--- config.mk ---
export PLATFORM = sky130hd
export DESIGN_NAME = imm_ext_pipe
export DESIGN_NICKNAME = d
export VERILOG_FILES = /design/src/rtl/imm_ext_pipe.sv
export SDC_FILE = /design/constraint.sdc
export NUM_CORES = 1
export LEC_CHECK = 0
export BUFFER_PORTS_ARGS = -buffer_cell sky130_fd_sc_hd__buf_4
export CORE_MARGIN = 2
export CORE_UTILIZATION = 30
export DETAILED_ROUTE_END_ITERATION = 12
export PLACE_DENSITY = 0.57
export SLEW_MARGIN = 20
export SYNTH_ARGS = -nofsm -noshare
export SYNTH_HDL_FRONTEND = slang
export SYNTH_SLANG_ARGS = --single-unit
--- constraint.sdc ---
create_clock -name clk -period 3.8 [get_ports clk]
set_input_delay 0.38 -clock clk [delete_from_list [all_inputs] [get_ports clk]]
set_output_delay 0.38 -clock clk [all_outputs]
set_load 0.02 [all_outputs]
--- src/rtl/imm_ext_pipe.sv ---
// imm_ext_pipe: extends an IMM_W-bit immediate to DATA_W bits under a 3-bit mode.
// Each result goes into a 2-entry output FIFO together with a sideband tag and an
// illegal-mode flag. The unit also keeps a saturating count of accepted illegal
// requests and supports a synchronous flush.
module imm_ext_pipe #(
  parameter int IMM_W     = 16,
  parameter int DATA_W    = 32,
  parameter int TAG_W     = 4,
  parameter int ERR_CNT_W = 8
) (
  input  logic                 clk,
  input  logic                 rstn,
  input  logic                 flush,
  input  logic                 in_valid,
  output logic                 in_ready,
  input  logic [IMM_W-1:0]     in_imm,
  input  logic [2:0]           in_op,
  input  logic [TAG_W-1:0]     in_tag,
  output logic                 out_valid,
  input  logic                 out_ready,
  output logic [DATA_W-1:0]    out_data,
  output logic [TAG_W-1:0]     out_tag,
  output logic                 out_err,
  output logic [ERR_CNT_W-1:0] err_cnt
);

  localparam logic [2:0] OP_ZERO   = 3'b000;
  localparam logic [2:0] OP_SIGNED = 3'b001;
  localparam logic [2:0] OP_HIGH   = 3'b010;
  localparam logic [2:0] OP_BRANCH = 3'b011;
  localparam logic [2:0] OP_ZHIGH  = 3'b100;

  // Returns {illegal, extended value}; illegal modes produce a zero value.
  function automatic logic [DATA_W:0] extend(input logic [IMM_W-1:0] imm,
                                             input logic [2:0]       op);
    logic signed [DATA_W-1:0] s;
    logic        [DATA_W-1:0] z;
    logic        [DATA_W:0]   res;
    s   = {{(DATA_W-IMM_W){imm[IMM_W-1]}}, imm};
    z   = {{(DATA_W-IMM_W){1'b0}}, imm};
    res = '0;
    case (op)
      OP_ZERO:   res = {1'b0, z};
      OP_SIGNED: res = {1'b0, s};
      OP_HIGH:   res = {1'b0, imm, {(DATA_W-IMM_W){1'b0}}};
      OP_BRANCH: res = {1'b0, s[DATA_W-3:0], 2'b00};
      OP_ZHIGH:  res = {1'b0, {(DATA_W-IMM_W){1'b1}}, imm};
      default:   res = {1'b1, {DATA_W{1'b0}}};
    endcase
    return res;
  endfunction

  // Saturating increment: holds at all-ones.
  function automatic logic [ERR_CNT_W-1:0] sat_inc(input logic [ERR_CNT_W-1:0] c);
    return (&c) ? c : c + 1'b1;
  endfunction

  logic [DATA_W:0]      w_ext_p0;
  logic                 w_push;
  logic                 w_pop;

  logic [DATA_W-1:0]    r_data_p1 [2];
  logic [TAG_W-1:0]     r_tag_p1  [2];
  logic                 r_err_p1  [2];
  logic [1:0]           r_count;
  logic                 r_wr_ptr;
  logic                 r_rd_ptr;
  logic [ERR_CNT_W-1:0] r_err_cnt;

  // Input stage: combinational extension of the incoming immediate.
  assign w_ext_p0  = extend(in_imm, in_op);

  // in_ready depends only on the registered occupancy, never on out_ready.
  assign in_ready  = (r_count != 2'd2);
  assign out_valid = (r_count != 2'd0);
  assign w_push    = in_valid & in_ready;
  assign w_pop     = out_valid & out_ready;

  assign out_data  = out_valid ? r_data_p1[r_rd_ptr] : '0;
  assign out_tag   = out_valid ? r_tag_p1[r_rd_ptr]  : '0;
  assign out_err   = out_valid ? r_err_p1[r_rd_ptr]  : 1'b0;
  assign err_cnt   = r_err_cnt;

  // Buffer stage: payload storage, written on every accepted push (no reset needed).
  always_ff @(posedge clk) begin
    if (w_push) begin
      r_data_p1[r_wr_ptr] <= w_ext_p0[DATA_W-1:0];
      r_tag_p1[r_wr_ptr]  <= in_tag;
      r_err_p1[r_wr_ptr]  <= w_ext_p0[DATA_W];
    end
  end

  // FIFO control: occupancy, pointers and the illegal-request counter.
  always_ff @(posedge clk or negedge rstn) begin
    if (!rstn) begin
      r_count   <= 2'd0;
      r_wr_ptr  <= 1'b0;
      r_rd_ptr  <= 1'b0;
      r_err_cnt <= '0;
    end else if (flush) begin
      r_count   <= 2'd0;
      r_wr_ptr  <= 1'b0;
      r_rd_ptr  <= 1'b0;
    end else begin
      if (w_push) r_wr_ptr <= ~r_wr_ptr;
      if (w_pop)  r_rd_ptr <= ~r_rd_ptr;
      case ({w_push, w_pop})
        2'b10:   r_count <= r_count + 2'd1;
        2'b01:   r_count <= r_count - 2'd1;
        default: r_count <= r_count;
      endcase
      if (w_push && w_ext_p0[DATA_W]) r_err_cnt <= sat_inc(r_err_cnt);
    end
  end

endmodule

# == Yosys cells after proc, flatten, opt, wreduce, memory -nomap -nowiden ==
# Memories as Yosys holds them, arrays and structs flattened.
# Cells that the tools add are included.
# totals
regBits,12
ram_bits,74
inputBits,28
out_inout_bits,47
mem_count,3
# op_classes
add_sub_neg,3
n_eq_ne,7
n_mux,12
bitwise,6
reduce_logical,8
# memory_table
name,words,word_bits,read_ports,rd_clocked_by_memory_dff,write_ports,line,rtl
r_data_p1,2,32,1,0,1,62,logic [DATA_W-1:0] r_data_p1 [2];
r_tag_p1,2,4,1,0,1,63,logic [TAG_W-1:0] r_tag_p1 [2];
r_err_p1,2,1,1,0,1,64,logic r_err_p1 [2];
# op_table
operator,count
33-bit case mux with 5 select lines,1
32-bit two-way mux,1
"8-bit by 1-bit adder with 8-bit output, second input constant",1
8-bit AND reduction,1
1-bit two-way mux,7
"3-bit by 2-bit equality test with 1-bit output, second input constant",2
2-bit nonzero test,3
4-bit two-way mux,1
1-bit inverter,4
2-bit case mux with 2 select lines,1
"3-bit by 1-bit equality test with 1-bit output, second input constant",1
"3-bit equality test, second input constant",1
3-bit zero test,1
3-bit AND reduction,1
3-bit nonzero test,1
"2-bit by 1-bit adder with 2-bit output, second input constant",1
1-bit bitwise AND,2
"2-bit by 1-bit equality test with 1-bit output, second input constant",1
"2-bit equality test, second input constant",1
2-bit two-way mux,1
"2-bit != test, second input constant",1
"2-bit by 1-bit subtractor with 2-bit output, second input constant",1
1-bit logical AND,1

# == Depth between registers and ports, before layout ==
# Gate-level depths: netlist of run 1.
# depth
ltp_word,5
mapped_depth,6

# == Worst setup path after synthesis of run 1 ==
# Ideal clock, no wire load.
# synth_path
path_type,register to register
start,reg r_count[0]
end,mem r_data_p1[0][0] (enable)
setup_ps,431
t_arrival_ps,2289
path_slack_ps,1080
path_stages_with_launch,5
n_path_buf,1
cell_sequence,dfrtp_1 > nand2b_1 > buf_6 > nand2_1 > nor2_1
# synth_via
elab_chain_cells,4
# synth_lines
item,line,rtl
"start, declared",65,logic [1:0] r_count;
"start signal, assigned",108,2'b10: r_count <= r_count + 2'd1;
"start signal, assigned",109,2'b01: r_count <= r_count - 2'd1;
"start signal, assigned",110,default: r_count <= r_count;
2-bit != test,74,assign in_ready = (r_count != 2'd2);
net in_ready,15,"output logic in_ready,"
1-bit bitwise AND,76,assign w_push = in_valid & in_ready;
1-bit two-way mux,86,if (w_push) begin
1-bit two-way mux (not written as such),87,r_data_p1[r_wr_ptr] <= w_ext_p0[DATA_W-1:0];
"end, declared",62,
# The timed path passes the listed nets, and every way through them passes these cells.

# == Worst setup path after layout of run 1 ==
# layout_path
start,reg r_count[0]
end,out out_data[13]
# layout_via
elab_chain_cells,2
# layout_lines
item,line,rtl
2-bit nonzero test,75,assign out_valid = (r_count != 2'd0);
32-bit two-way mux,79,assign out_data = out_valid ? r_data_p1[r_rd_ptr] : '0;
"end, declared",21,"output logic [DATA_W-1:0] out_data,"
# No other way between the ends.

==> results of run 1 <==
## repair_timing
action,CTS,global route
hold endpoints to repair,12,0
hold buffers,1,0
buffers inserted,0,0
## placed cells by master (no fill, tap or decap), drive strengths merged, types with 2 or more instances in the layout
| cell type | n |
|---|---|
| nand2b | 4 |
| o21ai | 18 |
| clkinvlp | 3 |
| inv | 5 |
| clkbuf | 10 |
| and2b | 3 |
| nor2 | 48 |
| mux2i | 38 |
| clkinv | 2 |
| edfxtp | 74 |
| mux2 | 3 |
| nand3 | 2 |
| buf | 78 |
| nor2b | 11 |
| nand3b | 2 |
| nand2 | 21 |
| and2 | 3 |
| dfrtp | 12 |
| xor2 | 6 |
| a2111oi | 3 |
| a21oi | 19 |
| a21o | 14 |
## routing by layer
| layer | vias to the layer above | global-route usage [%] | share of wire [%] |
|---|---|---|---|
| li1 | 1278 | - | - |
| met4 | 0 | 4.84 | 1.6 |
| met1 | 1270 | 15.6 | 46 |
| met2 | 61 | 20.9 | 49 |
| met5 | - | 0 | 0 |
| met3 | 9 | 2.78 | 3.7 |
## critical path, cell delays in order, from the launching register on
cell and delay (ps):
dfrtp_1 440, nor2_4 530, buf_4 310, nor2_1 80
buf_4 150
## area by class of cell
class                           count  area [µm²]  area share, %
Multi-Input combinational cell    206        1340           26.8
Timing Repair Buffer               79         616           12.3
Inverter                            4        15.0          0.301
Tap cell                          176         220           4.41
Clock buffer                       10         229           4.59
Sequential cell                    86        2530           50.6
Clock inverter                      6        46.3          0.927
## how the worst max path moves through the flow
stage	slack [ps]	end	cells after the start	start
6_report	1560	out_data[13]	4	r_count[0]
5_1_grt	1440	out_data[12]	4	r_count[0]
4_1_cts	1130	out_data[12]	4	r_count[0]
3_5_place_dp	1490	out_data[12]	4	r_count[0]
3_3_place_gp	1550	out_data[12]	4	r_count[0]
2_1_floorplan	1080	r_data_p1[0][0]	4	r_count[0]
## synth_stat cells, types with 2 or more instances
| master | instances | area share (%) |
|---|---|---|
| a2111oi_1 | 2 | 0.50 |
| a21o_1 | 14 | 2.6 |
| a21oi_1 | 19 | 2.4 |
| and2_1 | 2 | 0.32 |
| and2b_1 | 3 | 0.57 |
| buf_2 | 5 | 0.63 |
| buf_6 | 4 | 1.1 |
| clkbuf_1 | 9 | 0.85 |
| dfrtp_1 | 12 | 7.6 |
| edfxtp_1 | 74 | 56 |
| inv_1 | 4 | 0.38 |
| mux2_2 | 3 | 0.85 |
| mux2i_1 | 38 | 9.6 |
| nand2_1 | 21 | 2.0 |
| nand2b_1 | 4 | 0.63 |
| nand3_1 | 2 | 0.25 |
| nand3b_1 | 2 | 0.38 |
| nor2_1 | 48 | 4.5 |
| nor2b_1 | 11 | 1.7 |
| o21ai_0 | 15 | 1.9 |
| o21ai_1 | 3 | 0.38 |
| xor2_1 | 6 | 1.3 |
## kinds of logic (layout without fill, tap and decap cells)
kind of cell / count (synthesis) / after routing
compound gates: 58 / 58
mux: 41 / 41
simple gates: 99 / 99
buf+inv: 22 / 99
fa+ha+maj: 1 / 1
flops: 86 / 86
xor+xnor: 7 / 7
## stage by stage
step	std cells	util (%)	hold slack, ps	power, mW	instance area (µm²)
floorplan	314	-	84.4	1.47	3970
global placement	549	35.7	229	1.64	4670
detailed placement	549	35.7	231	1.66	4670
CTS	566	37.9	220	2.46	4960
global route	567	38.2	215	2.55	4990
finish	567	38.2	224	2.44	4990
## power groups by stage
stage	Combinational [mW]	Sequential, mW	Clock, mW
after detailed placement	0.436	1.22	0
after global routing	0.473	1.21	0.863
final	0.436	1.20	0.807
after CTS	0.437	1.20	0.818
after floorplan	0.241	1.23	0
after global placement	0.429	1.22	0
## registers in the layout, summed over array words and instances, names as in the netlist
register   count
r_rd_ptr       1
r_tag_p1       8
r_err_p1       2
r_wr_ptr       1
err_cnt        8
r_data_p1     64
r_count        2
==> impl_results.md, run 1 <==
* Status: finished, final reports clean
* Hold Path Cell Cnt at 1
* Resized cells post-CTS at 0
* Fin nets at just over 400
* Vias at 2618
* Gate power share at 17.9%
* Placer Congestion at 0.797
* Primary FF master, synth: edfxtp_1
* Tcrit/Tclk final at about three fifths
* GRT Overall Usage at between 10% and 20%
* Vias/cell at between 4 and 5
* Skew-Pair Late Insertion Delay at roughly 340 ps
* Critical path arrival at approximately 1900 ps
* Data required, critical path at 3420 ps
* Core Region at around 0.013 mm²
* Seq/Total Area, Yosys at a little under two thirds
* R2R Setup Slk at 1740 ps
* Synth Area in Compound Gates at roughly 9.1%
* Synth Register Bits at 86
* DRT Wirelength at approximately 8.9 mm
* Max-Cap Viols at 0
* Die Height at 119 µm
* Share of layout cells above drive strength 1 at a little over a quarter
* Hold EP: r_tag_p1[1][0]
* Crit-path max FO at 26
* Number of synthesized flops with an enable pin at between 70 and 80
* Final setup viols at 0
* Number of cells on the worst reg-to-reg path at 2
* Max_slew headroom at approximately a third
* Clock transition at path regs at 60 ps
* Clock period minus worst slack at 2240 ps
* Netlist Area Pre-Place at about 0.004 mm²
* Row count at 42
* Place WS at approximately 1500 ps
* Max Clk Rate at around 450 MHz
* RSZ-0062 raised after global routing: false
* Num CTS Buffers at 9
* Worst Hold Class: input pin to flop
* Largest net degree at the start of global routing at 39
* Number of global-route vias before repair at between 2000 and 3000
* PortBufs at between 70 and 80
* # IOs at 75
* Initial Util at a little under a third
* Cell internal pwr at 1.76 mW
* Fill count at between 1000 and 1500
* Synth Area in XOR/XNOR at between 1.5 and 2%
* Final worst slack at 1560 ps
* Max Root-Sink Buffers at 2
* Main combinational cell family by area after synthesis: simple AND/OR/NAND/NOR gates
* Clock Root Buffer: clkbuf_16
* Post-synthesis mux area share at 10.4%
* Setup crit start kind: flop
* Post-synth ARST share at 14.0%
* Layout area overhead at 25.9%
* Syn nets at between 300 and 400
* TNS Setup at 0 ps
* P_sw at between 0.6 and 0.7 mW
* Worst-margin pin slew at approximately 1000 ps
* Max VDD drop at between 0.0002 and 0.00025 V
* Post-synthesis cell type count at 35
* Iter 0 DRT Violations at 92
* Power share of the clock group at approximately 33%
* Drt first pass iters at 4
* Gate Count Post-Synth at ~310
* Antenna viol nets, final at 0
* DP Wirelength at ~6 mm
* Max-slew violations at 0
* Critical path type: flop to primary output
* Power per Cell Area at between 400 and 500 mW/mm²
* Die Width at approximately 120 µm
* CTS tree: done
* RR Endpoint: r_data_p1[1][23]
* Per-cell routed wire length at around 16 µm
* GRT overflow at 0
* Diode count at 0
* Adder-Cell Fraction of Synth Area at 0.315%
* Hold Path Origin: in_tag[0]
* Synth warn at 0
* Final-report hold violation count at 0
* Clock sinks at between 80 and 90
* Clock Skews at ~6 ps
* Seq pwr share at between 40% and 50%
* First-pass GRT wire length at 13.5 mm
* DRC violations left at 0
* Leak at 1.97 nW
* Number of H-tree levels at 3
* Reg2reg start: r_count[0]
* Syn Area/Cell at 12.6 µm²
* Switch share at around 28%
* Crit path capture type: primary output
* Synth Area in Simple Gates at between 10% and 20%
* Die area at roughly 0.014 mm²
* Initial antenna violation count at 0
No activity file was read; power rests on OpenSTA's default activity.
==> run 2, diff against run 1 <==
--- a/config.mk
+++ b/config.mk
@@ -9,7 +9,7 @@
 export CORE_MARGIN = 2
 export CORE_UTILIZATION = 30
 export DETAILED_ROUTE_END_ITERATION = 12
-export PLACE_DENSITY = 0.57
+export PLACE_DENSITY = 0.59
 export SLEW_MARGIN = 20
 export SYNTH_ARGS = -nofsm -noshare
 export SYNTH_HDL_FRONTEND = slang
==> constraint.sdc (replaced) <==
create_clock -name clk -period 2 [get_ports clk]
set_input_delay 0.2 -clock clk [delete_from_list [all_inputs] [get_ports clk]]
set_output_delay 0.2 -clock clk [all_outputs]
set_load 0.02 [all_outputs]
==> impl_results.md, run 2 (synthesis results as in run 1) <==
* Max Root-Sink Buffers at 2 (unchanged)
* Diode count at 0 (unchanged)
* CP Cell Sequence: buf_12 > mux2i_1 > nor2_1 > buf_4
* Post-Layout Cell Count at 572 (+0.88%)
* Clock Skews at 3.43 ps (-2.62 ps)
* Tcrit/Tclk final at between 80% and 90%
* Most frequent cells in the layout: buf_4, edfxtp_1, nor2_1
* Placed cells at 555 (+1.1%)
* Clock sinks at 86 (unchanged)
* Largest register FFs at 64 (unchanged)
* Skew-Pair Late Insertion Delay at 330 ps (about the same)
* Die Height at 119 µm (unchanged)
* GRT Overall Usage at 12.5% (+0.050 points)
* Die Width at 119 µm (unchanged)
* Max Clk Rate at roughly 560 MHz
* Num CTS Buffers at 9 (unchanged)
* Critical path depth at 4 (unchanged)
* WP buf/inv at 2 (unchanged)
* Clock period minus worst slack at around 1800 ps
* Setup crit start kind: flop
* Clock Root Buffer: clkbuf_16
* Core Region at 0.0131 mm² (unchanged)
* Fill count at 1263 (-0.55%)
* Iter 0 DRT Violations at 145 (+58%)
* Critical path arrival at 1580 ps (-280 ps)
* Final setup viols at 0 (unchanged)
* Layout area overhead at 28.4%
* Vias at 2607 (-0.42%)
* Per-cell routed wire length at 14.9 µm (-4.4%)
* Share of layout cells above drive strength 1 at 27.3% (+0.93 points)
* Critical path type: flop to primary output
* Max VDD drop at 0.000434 V (+88%)
* Reg2reg start: err_cnt[0]
* Final-report hold violation count at 0 (unchanged)
* Vias/cell at 4.56 (-1.3%)
* CP top delay family: flip-flops
* Leak at 2.02 nW (+2.9%)
* Status: finished, final reports clean
* Sequential cell area at 0.00252 mm² (about the same)
* Hold Path Origin: in_tag[0]
* DP Wirelength at 5.93 mm (+0.19%)
* Clock transition at path regs at 70 ps (about the same)
* Area after DPL at 0.00478 mm² (+2.2%)
* DRT Wirelength at 8.54 mm (-3.6%)
* Most flops, register: r_data_p1
* PortBufs at 74 (unchanged)
* Worst Hold Class: input pin to flop
* Max_slew headroom at 72.6% (+40 points)
* Number of cells on the worst reg-to-reg path at 5 (+3)
* Power per Cell Area at 942 mW/mm² (+93%)
* Commonest non-fill, non-tap cell in the layout: buf_4
* Hold Path Cell Cnt at 1 (unchanged)
* Area occupied by multi-input gates at 0.00134 mm² (-0.37%)
* Placer Congestion at 0.812 (+2.0%)
* Die area at 0.0142 mm² (unchanged)
* Worst-margin pin slew at 409 ps (-595 ps)
* Hold Slack at 51.5 ps (-172 ps)
* CTS tree: done
* # IOs at 75 (unchanged)
* Data required, critical path at 1800 ps (-1620 ps)
* Crit path capture type: primary output
* First-pass GRT wire length at 13.5 mm (-0.10%)
* Initial antenna violation count at 0 (unchanged)
* Drt first pass iters at 4 (unchanged)
* Critical Path Source: r_rd_ptr
* TNS Setup at 0 ps (unchanged)
* GRT overflow at 0 (unchanged)
* Slowest stage delay, CP at 560 ps (+30 ps)
* Antenna viol nets, final at 0 (unchanged)
* Row count at 42 (unchanged)
* Largest net degree at the start of global routing at 39 (unchanged)
* Number of H-tree levels at 3 (unchanged)
* Post-CTS Setup Inserts at 0 (unchanged)
* RSZ-0062 raised after global routing: false
* Max-slew violations at 0 (unchanged)
* Initial Util at 30.3% (unchanged)
* Fin nets at 420 (+1.2%)
* DRC violations left at 0 (unchanged)
* Fin area at 0.00509 mm² (+2.0%)
* Crit-path max FO at 15 (-42%)
* Number of global-route vias before repair at 2590 (-0.23%)
* Max-Cap Viols at 0 (unchanged)
* Slowest-stage cell, CP: dfrtp_2
-- run 2: routing by layer --
metal  global-route usage (%)  routed length [µm]  up-vias
met2                     20.9                4260       57
met5                        0                   0        -
li1                         -                   -     1285
met4                     4.69                 137        0
met1                     15.7                3820     1256
met3                     2.87                 324        9
-- run 2: final timing paths --
path	endpoint	slack [ps]
setup / recovery	out_data[30]	220
hold / removal	r_tag_p1[1][0]	50
setup reg to reg	err_cnt[6]	370
hold reg to reg	err_cnt[5]	520
max in group asynchronous	r_rd_ptr	1590
min in group asynchronous	err_cnt[7]	240
-- run 2: final cells by class --
cell class,count,share of cell area [%]
clock inverter,7,1.55
multi-input combinational,206,26.2
inverter,4,0.295
timing repair buffer,84,13.7
clock buffer,9,4.42
sequential,86,49.5
tap,176,4.32
-- run 2: power breakdown --
part	internal [mW]	switching (mW)
clock network	0.982	0.689
logic	0.376	0.499
registers	2.15	0.106
-- run 2: repair_timing --
item                      4_1_cts  5_1_grt
gates resized for setup         0        0
hold buffers                    1        0
hold endpoints to repair       12        0
-- run 2: metrics by stage --
stage	worst slack [ps]	utilization, %	power (mW)
finish	223	38.9	4.80
global route	120	38.9	5.03
CTS	170	38.9	4.87
detailed placement	382	36.5	3.18
global placement	420	36.5	3.16
floorplan	281	-	2.79
